$ cat src/rtl/serial_magnitude_compare.sv
// Serial MSB-first unsigned magnitude comparator: one bit-compare slice evaluated per clock.
// Optional macro SERIAL_CMP_EARLY_EXIT_EN ends the scan at the first differing bit.
module serial_magnitude_compare #(
  parameter int WIDTH = 8
) (
  input  logic             clk,
  input  logic             rst,
  input  logic             start,
  input  logic [WIDTH-1:0] a,
  input  logic [WIDTH-1:0] b,
  output logic             busy,
  output logic             done,
  output logic             eq,
  output logic             gt,
  output logic             lt,
  output logic             valid,
  output logic             bit_a,
  output logic             bit_b
);

  localparam int CW = $clog2(WIDTH);

  typedef enum logic [1:0] {
    IDLE,
    SHIFT,
    DONE
  } state_t;

  state_t           state, state_nx;
  logic [WIDTH-1:0] sa, sb;
  logic [CW-1:0]    cnt;
  logic             e_r, g_r;
  logic             x, y, e_nx, g_nx;
  logic             accept, last;

  // Slice equations for the bit currently addressed by cnt.
  always_comb begin
    // NOTE: every always_comb output gets a default first so no path can infer a latch.
    x      = sa[cnt];
    y      = sb[cnt];
    e_nx   = e_r & ~(x ^ y);
    g_nx   = g_r | (e_r & x & ~y);
    accept = start && (state == IDLE || state == DONE);
`ifdef SERIAL_CMP_EARLY_EXIT_EN
    last   = (cnt == '0) || !e_nx;
`else
    last   = (cnt == '0);
`endif
  end

  always_ff @(posedge clk) begin
    // NOTE: sequential state uses non-blocking assignments so all registers update together.
    if (rst) state <= IDLE;
    else     state <= state_nx;
  end

  always_comb begin
    state_nx = state;
    busy     = 1'b0;
    done     = 1'b0;
    case (state)
      IDLE:    if (accept) state_nx = SHIFT;
      SHIFT: begin
        busy = 1'b1;
        if (last) state_nx = DONE;
      end
      DONE: begin
        done     = 1'b1;
        state_nx = accept ? SHIFT : IDLE;
      end
      default: state_nx = IDLE;
    endcase
    bit_a = busy & x;
    bit_b = busy & y;
  end

  always_ff @(posedge clk) begin
    // NOTE: operand registers are reset as well, so a post-reset state is fully known.
    if (rst) begin
      sa    <= '0;
      sb    <= '0;
      cnt   <= '0;
      e_r   <= 1'b0;
      g_r   <= 1'b0;
      eq    <= 1'b0;
      gt    <= 1'b0;
      lt    <= 1'b0;
      valid <= 1'b0;
    end else if (accept) begin
      sa    <= a;
      sb    <= b;
      cnt   <= CW'(WIDTH - 1);
      e_r   <= 1'b1;
      g_r   <= 1'b0;
      valid <= 1'b0;
    end else if (state == SHIFT) begin
      e_r <= e_nx;
      g_r <= g_nx;
      cnt <= cnt - CW'(1);
      // Publish the result on the final edge so it is registered during DONE.
      if (last) begin
        eq    <= e_nx;
        gt    <= g_nx;
        lt    <= ~e_nx & ~g_nx;
        valid <= 1'b1;
      end
    end
  end

endmodule

$ cat config.mk
export PLATFORM = sky130hd
export DESIGN_NAME = serial_magnitude_compare
export DESIGN_NICKNAME = d
export VERILOG_FILES = /design/src/rtl/serial_magnitude_compare.sv
export SDC_FILE = /design/constraint.sdc
export NUM_CORES = 1
export LEC_CHECK = 0
export BUFFER_PORTS_ARGS = -buffer_cell sky130_fd_sc_hd__clkbuf_2
export CELL_PAD_IN_SITES_DETAIL_PLACEMENT = 1
export CELL_PAD_IN_SITES_GLOBAL_PLACEMENT = 2
export CORE_MARGIN = 4
export CORE_UTILIZATION = 27
export CTS_CLUSTER_DIAMETER = 30
export CTS_CLUSTER_SIZE = 40
export DETAILED_ROUTE_END_ITERATION = 6
export PLACE_DENSITY_LB_ADDON = 0.12
export SETUP_SLACK_MARGIN = 0.05
export SKIP_CTS_REPAIR_TIMING = 1
export SLEW_MARGIN = 40
export SYNTH_ARGS = -nofsm -noshare
export SYNTH_HDL_FRONTEND = slang
export SYNTH_SLANG_ARGS = --single-unit
export TNS_END_PERCENT = 20
$ cat constraint.sdc
create_clock -name clk -period 1.8 [get_ports clk]
set_input_delay 0.27 -clock clk [delete_from_list [all_inputs] [get_ports clk]]
set_output_delay 0.27 -clock clk [all_outputs]
set_load 0.005 [all_outputs]
# Yosys cells after proc, flatten, opt, wreduce, memory -nomap -nowiden
# Index checks and enable logic that the tools add are counted.
dict set report classes {
  addsub 1
  mul 0
  n_div 0
  magnitude_cmp 1
  eq_ne 4
  shift 0
  n_mux 14
  bitwise 13
  reduce_logical 9
}
# cell count
set ops {}
lappend ops {{$mux W1} 7}
lappend ops {{$and A1 B1 Y1} 6}
lappend ops {{$bmux W1 S3} 2}
lappend ops {{$mux W3} 2}
lappend ops {{$pmux W2 S3} 1}
lappend ops {{$not A1 Y1} 5}
lappend ops {{$lt A3 B4 Y1 const B} 1}
lappend ops {{$mux W2} 2}
lappend ops {{$ne A2 B2 Y1 const B} 2}
lappend ops {{$reduce_and A2 Y1} 2}
lappend ops {{$logic_not A3 Y1} 1}
lappend ops {{$reduce_and A3 Y1} 1}
lappend ops {{$sub A3 B1 Y3 const B} 1}
lappend ops {{$eq A2 B1 Y1 const B} 1}
lappend ops {{$eq A2 B2 Y1 const B} 1}
lappend ops {{$logic_not A2 Y1} 1}
lappend ops {{$reduce_bool A2 Y1} 1}
lappend ops {{$reduce_or A2 Y1} 1}
lappend ops {{$logic_and A1 B1 Y1} 1}
lappend ops {{$logic_or A1 B1 Y1} 1}
lappend ops {{$or A1 B1 Y1} 1}
lappend ops {{$xor A1 B1 Y1} 1}
dict set report word_totals {
  register_bits 27
  latch_bits 0
  mem_bits_rw 0
  mem_bits_ro 0
  inputBits 19
  mem_count 0
}

# Depth between registers and ports, before layout
dict set report logic_depth {
  ltp_word 7
  ltp_mapped 7
  depth_no_buf 6
}

# Worst setup path before layout
# No wires, ideal clock.
dict set report synth_path {
  kind {flip-flop to flip-flop}
  start {register cnt[0]}
  end {register lt}
  setup_time_ns 0.074
  arrival_ns 1.805
  path_slack_ns -0.080
  stages_incl_launch_ff 6
  synth_period_minus_slack_ns 1.880
  cell_sequence {dfxtp_1 buf_6 mux4_2 mux2_4 or4_1 a31oi_1}
}
dict set report synth_between {
  elab_chain_cells 7
  elab_cells_between_ends 16
  cone_classes {mux: 4; bitwise: 10; reduce/logical: 2}
}
# item line
set synth_rtl {}
lappend synth_rtl {{from (decl)} 31} ;# logic [CW-1:0] cnt;
lappend synth_rtl {{from (signal assigned)} 92} ;# cnt <= CW'(WIDTH - 1);
lappend synth_rtl {{from (signal assigned)} 99} ;# cnt <= cnt - CW'(1);
lappend synth_rtl {{$bmux W1 S3 (on tied branches)} {39, 40}}
lappend synth_rtl {{$mux W1 (on tied branches)} {39, 40}}
lappend synth_rtl {{$and A1 B1 Y1, or another cell as far along} 42} ;# g_nx = g_r | (e_r & x & ~y);
lappend synth_rtl {{$and A1 B1 Y1 / $not A1 Y1 (equally long branches)} {42, 41}}
lappend synth_rtl {{$or A1 B1 Y1 / $and A1 B1 Y1 (equally long branches)} {42, 41}}
lappend synth_rtl {{$not A1 Y1} 104} ;# lt <= ~e_nx & ~g_nx;
lappend synth_rtl {{$and A1 B1 Y1} 104}
lappend synth_rtl {{to (signal assigned)} 104}
lappend synth_rtl {{to (decl)} 15} ;# output logic lt,
# Parallel ways exist; a longest one is shown, timed or not. The select of a mux whose other input is x is not followed.
# A chain may end at the register's enable or synchronous reset.

# Worst setup path after layout
dict set report layout_path {
  start {register cnt[0]}
  end {output port bit_a}
}
dict set report layout_between {
  elab_chain_cells 3
}
# item line
set layout_rtl {}
lappend layout_rtl {{$bmux W1 S3} 39} ;# x = sa[cnt];
lappend layout_rtl {{$mux W1 (implied by the code)} 39}
lappend layout_rtl {{$and A1 B1 Y1} 73} ;# bit_a = busy & x;
lappend layout_rtl {{to (decl)} 17} ;# output logic bit_a,
# Every way passes these cells. The select of a mux whose other input is x is not followed.

==> flow_summary_export.csv <==
group,metric,value,unit
finish,antennaDiodeCount,0,
synthesis,synth_cells,131,
sta,post-route-period-util,108.5,%
clocking,root_buffer,"clkbuf_8",
pwr,vdd_drop_max,0.2679,mV
grt,gr-usage-all-layers,11.20,%
grt,grt_pass1_vias,1010,
clocking,path_clk_slew,0.09,ns
pwr,power.density,879.6,mW/mm²
finish,drive_gt1_share,31.06,%
detailed_routing,drc,0,
floorplan,design.portCount,27,
synthesis,yosysWarnings,0,
sta,setup_viol,5,
grt,grt_overflow,0,
synthesis,synthAdderAreaFrac,2.162,%
sta,worst_slack,-0.1527,ns
critical_path,arrival,1.68,ns
synthesis,synth_xor_area_share,1.514,%
clocking,cts_buffers,3,
clocking,cts_tree,"done",
sta,hold_violations,0,
finish,final_cell_mix,"nand2_1, dfxtp_1, clkbuf_2, a21oi_1, buf_4",
synthesis,async_flop_share,0,%
pwr,p_leak,0.6075,nW
synthesis,yosysSeqAreaShare,46.70,%
critical_path,critPathBufInv,1,
run,maxCapViolCount,0,
sta,maxSlewViolCount,0,
critical_path,cp_cell_sequence,"mux4_2 -> mux2_4 -> and2_4 -> clkbuf_2",
clocking,clkLatencyLatePin,0.27,ns
synthesis,synth_top_flop_cell,"dfxtp_1",
detailed_routing,via_per_inst,4.706,
sta,rsz0062_at_grt,"yes",
clocking,cts_sinks,27,
grt,grt_first_pass_wirelength,4650,µm
synthesis,synth-edff-count,0,
outcome,outcome,"finished with violations",
synthesis,synth_compound_area_share,12.86,%
detailed_routing,drtPass1Iterations,4,
critical_path,worstPathMaxFanout,4,
finish,final_common_cell,"nand2_1",
finish,n_fill_cell,503,
floorplan,die-area,0.005398,mm²
detailed_routing,wl,2789,µm
hold_path,hold_path_class,"in -> reg",
place,gp_congestion,0.7135,
sta,tightest_slew,0.6003,ns
floorplan,coreArea,0.004086,mm²
sta,relSlewSlack,59.98,%
critical_path,cp_slowest_cell,"mux4_2",
clocking,cts_buffer_depth,2,
synthesis,avgSynthCellArea,8.835,µm²
detailed_routing,vias,993,
sta,holdWs,0.2053,ns
critical_path,cp_slowest_stage_delay,0.50,ns
synthesis,synth_top_family_by_area,"simple AND/OR/NAND/NOR gates",
place,io_buffers,26,
sta,fin_tns_setup,-0.4763,ns
place,hpwl,1980,µm
grt,grt_max_degree,29,
finish,fin_util,35.61,%
floorplan,die_w,73.47,µm
outcome,violations,"setup timing",
synthesis,syn_area,0.001157,mm²
floorplan,rows,23,
sta,fin_skew,0.005106,ns
finish,nets,183,
detailed_routing,wl_per_cell,13.22,µm
detailed_routing,drt_iter0_markers,30,
finish,area_growth,25.73,%
sta,fmax,512.1,MHz
clocking,cts-htree-levels,1,
detailed_routing,ant_nets,0,
critical_path,worstSetupEndpointType,"primary output",
synthesis,synthSimpleGateAreaFrac,20.97,%
grt,grt_antenna_before_repair,0,
synthesis,syn_nets,152,
synthesis,synth-seq-cells,27,
floorplan,start_util,28.32,%
critical_path,path_delay_family,"multiplexers",
critical_path,startpoint_type,"flop",
synthesis,ys_types,30,
floorplan,die_h,73.47,µm
synthesis,synthMuxAreaShare,10.92,%
critical_path,worstPathRequired,1.53,ns
critical_path,crit_type,"reg -> out",
sta,fin_crit,1.953,ns
-- cell families (layout without fill, tap and decap cells) --
family / count (synthesis) / count (layout)
AND/OR/NAND/NOR: 55 / 55
flip-flops: 27 / 27
AO/OA/AOI/OAI: 26 / 26
buffers and inverters: 13 / 43
multiplexers: 6 / 6
adder cells (fa/ha/maj): 2 / 2
XOR/XNOR: 2 / 2
-- tightest hold or removal path: cells and delay by family --
family / cells / cell delay, ns
buffers and inverters: 1 / 0.08
AO/OA/AOI/OAI: 1 / 0.05
AND/OR/NAND/NOR: 1 / 0.04
-- power breakdown --
| group | switching [mW] | total (mW) | internal [mW] |
|---|---|---|---|
| clock | 0.188 | 0.346 | 0.159 |
| sequential | 0.0279 | 0.668 | 0.640 |
| combinational | 0.134 | 0.266 | 0.132 |
-- final cells by class --
type,instances,area [µm²],area share (%)
clock buffer,4,45.04,3.095
inverter,4,15.01,1.032
timing repair buffer,35,201.4,13.84
multi-input combinational,91,586.8,40.33
tap,50,62.56,4.299
sequential,27,544.3,37.40
-- synth_stat cells, drive strengths merged (2+ instances only) --
library cell	instances	area, µm²
nand2	36	135.1
dfxtp	27	540.5
a21oi	18	90.09
clkbuf	6	22.52
inv	4	15.01
mux4	4	97.59
nor2	4	15.01
nor2b	4	25.02
nor3	4	20.02
buf	3	18.77
and2	2	13.77
ha	2	25.02
nand2b	2	12.51
o21ai	2	10.01
-- state kept, by name (all words and copies together) (netlist names) --
name   count
sa         8
sb         8
cnt        3
state      2
e_r        1
eq         1
g_r        1
gt         1
lt         1
valid      1
-- per-stage QoR --
step	power, mW	instance area [µm²]	instances	worst slack, ns
CTS	1.271	1406	209	-0.4649
detailed placement	0.9190	1361	205	-0.2153
floorplan	0.8295	1157	131	-0.04690
global placement	0.9105	1361	205	-0.08291
finish	1.280	1455	211	-0.1527
global route	1.358	1455	211	-0.2175
-- metal layers --
metal  track usage [%]  share of wire [%]  routed length [µm]
met2             18.70                 48                1326
met4             4.225                1.4                  40
met5                 0                  0                   0
met1             14.01                 46                1289
met3             2.462                4.8                 133
-- path summary, 6_finish.rpt --
kind         slack, ns  cells after the start     to  startpoint
max reg2reg      -0.08                      6    e_r      cnt[0]
max              -0.15                      4  bit_a      cnt[0]
min               0.21                      3  sb[2]        b[2]
min reg2reg       0.46                      2  sa[0]       sa[0]
Power figures use the tool's default switching activity.
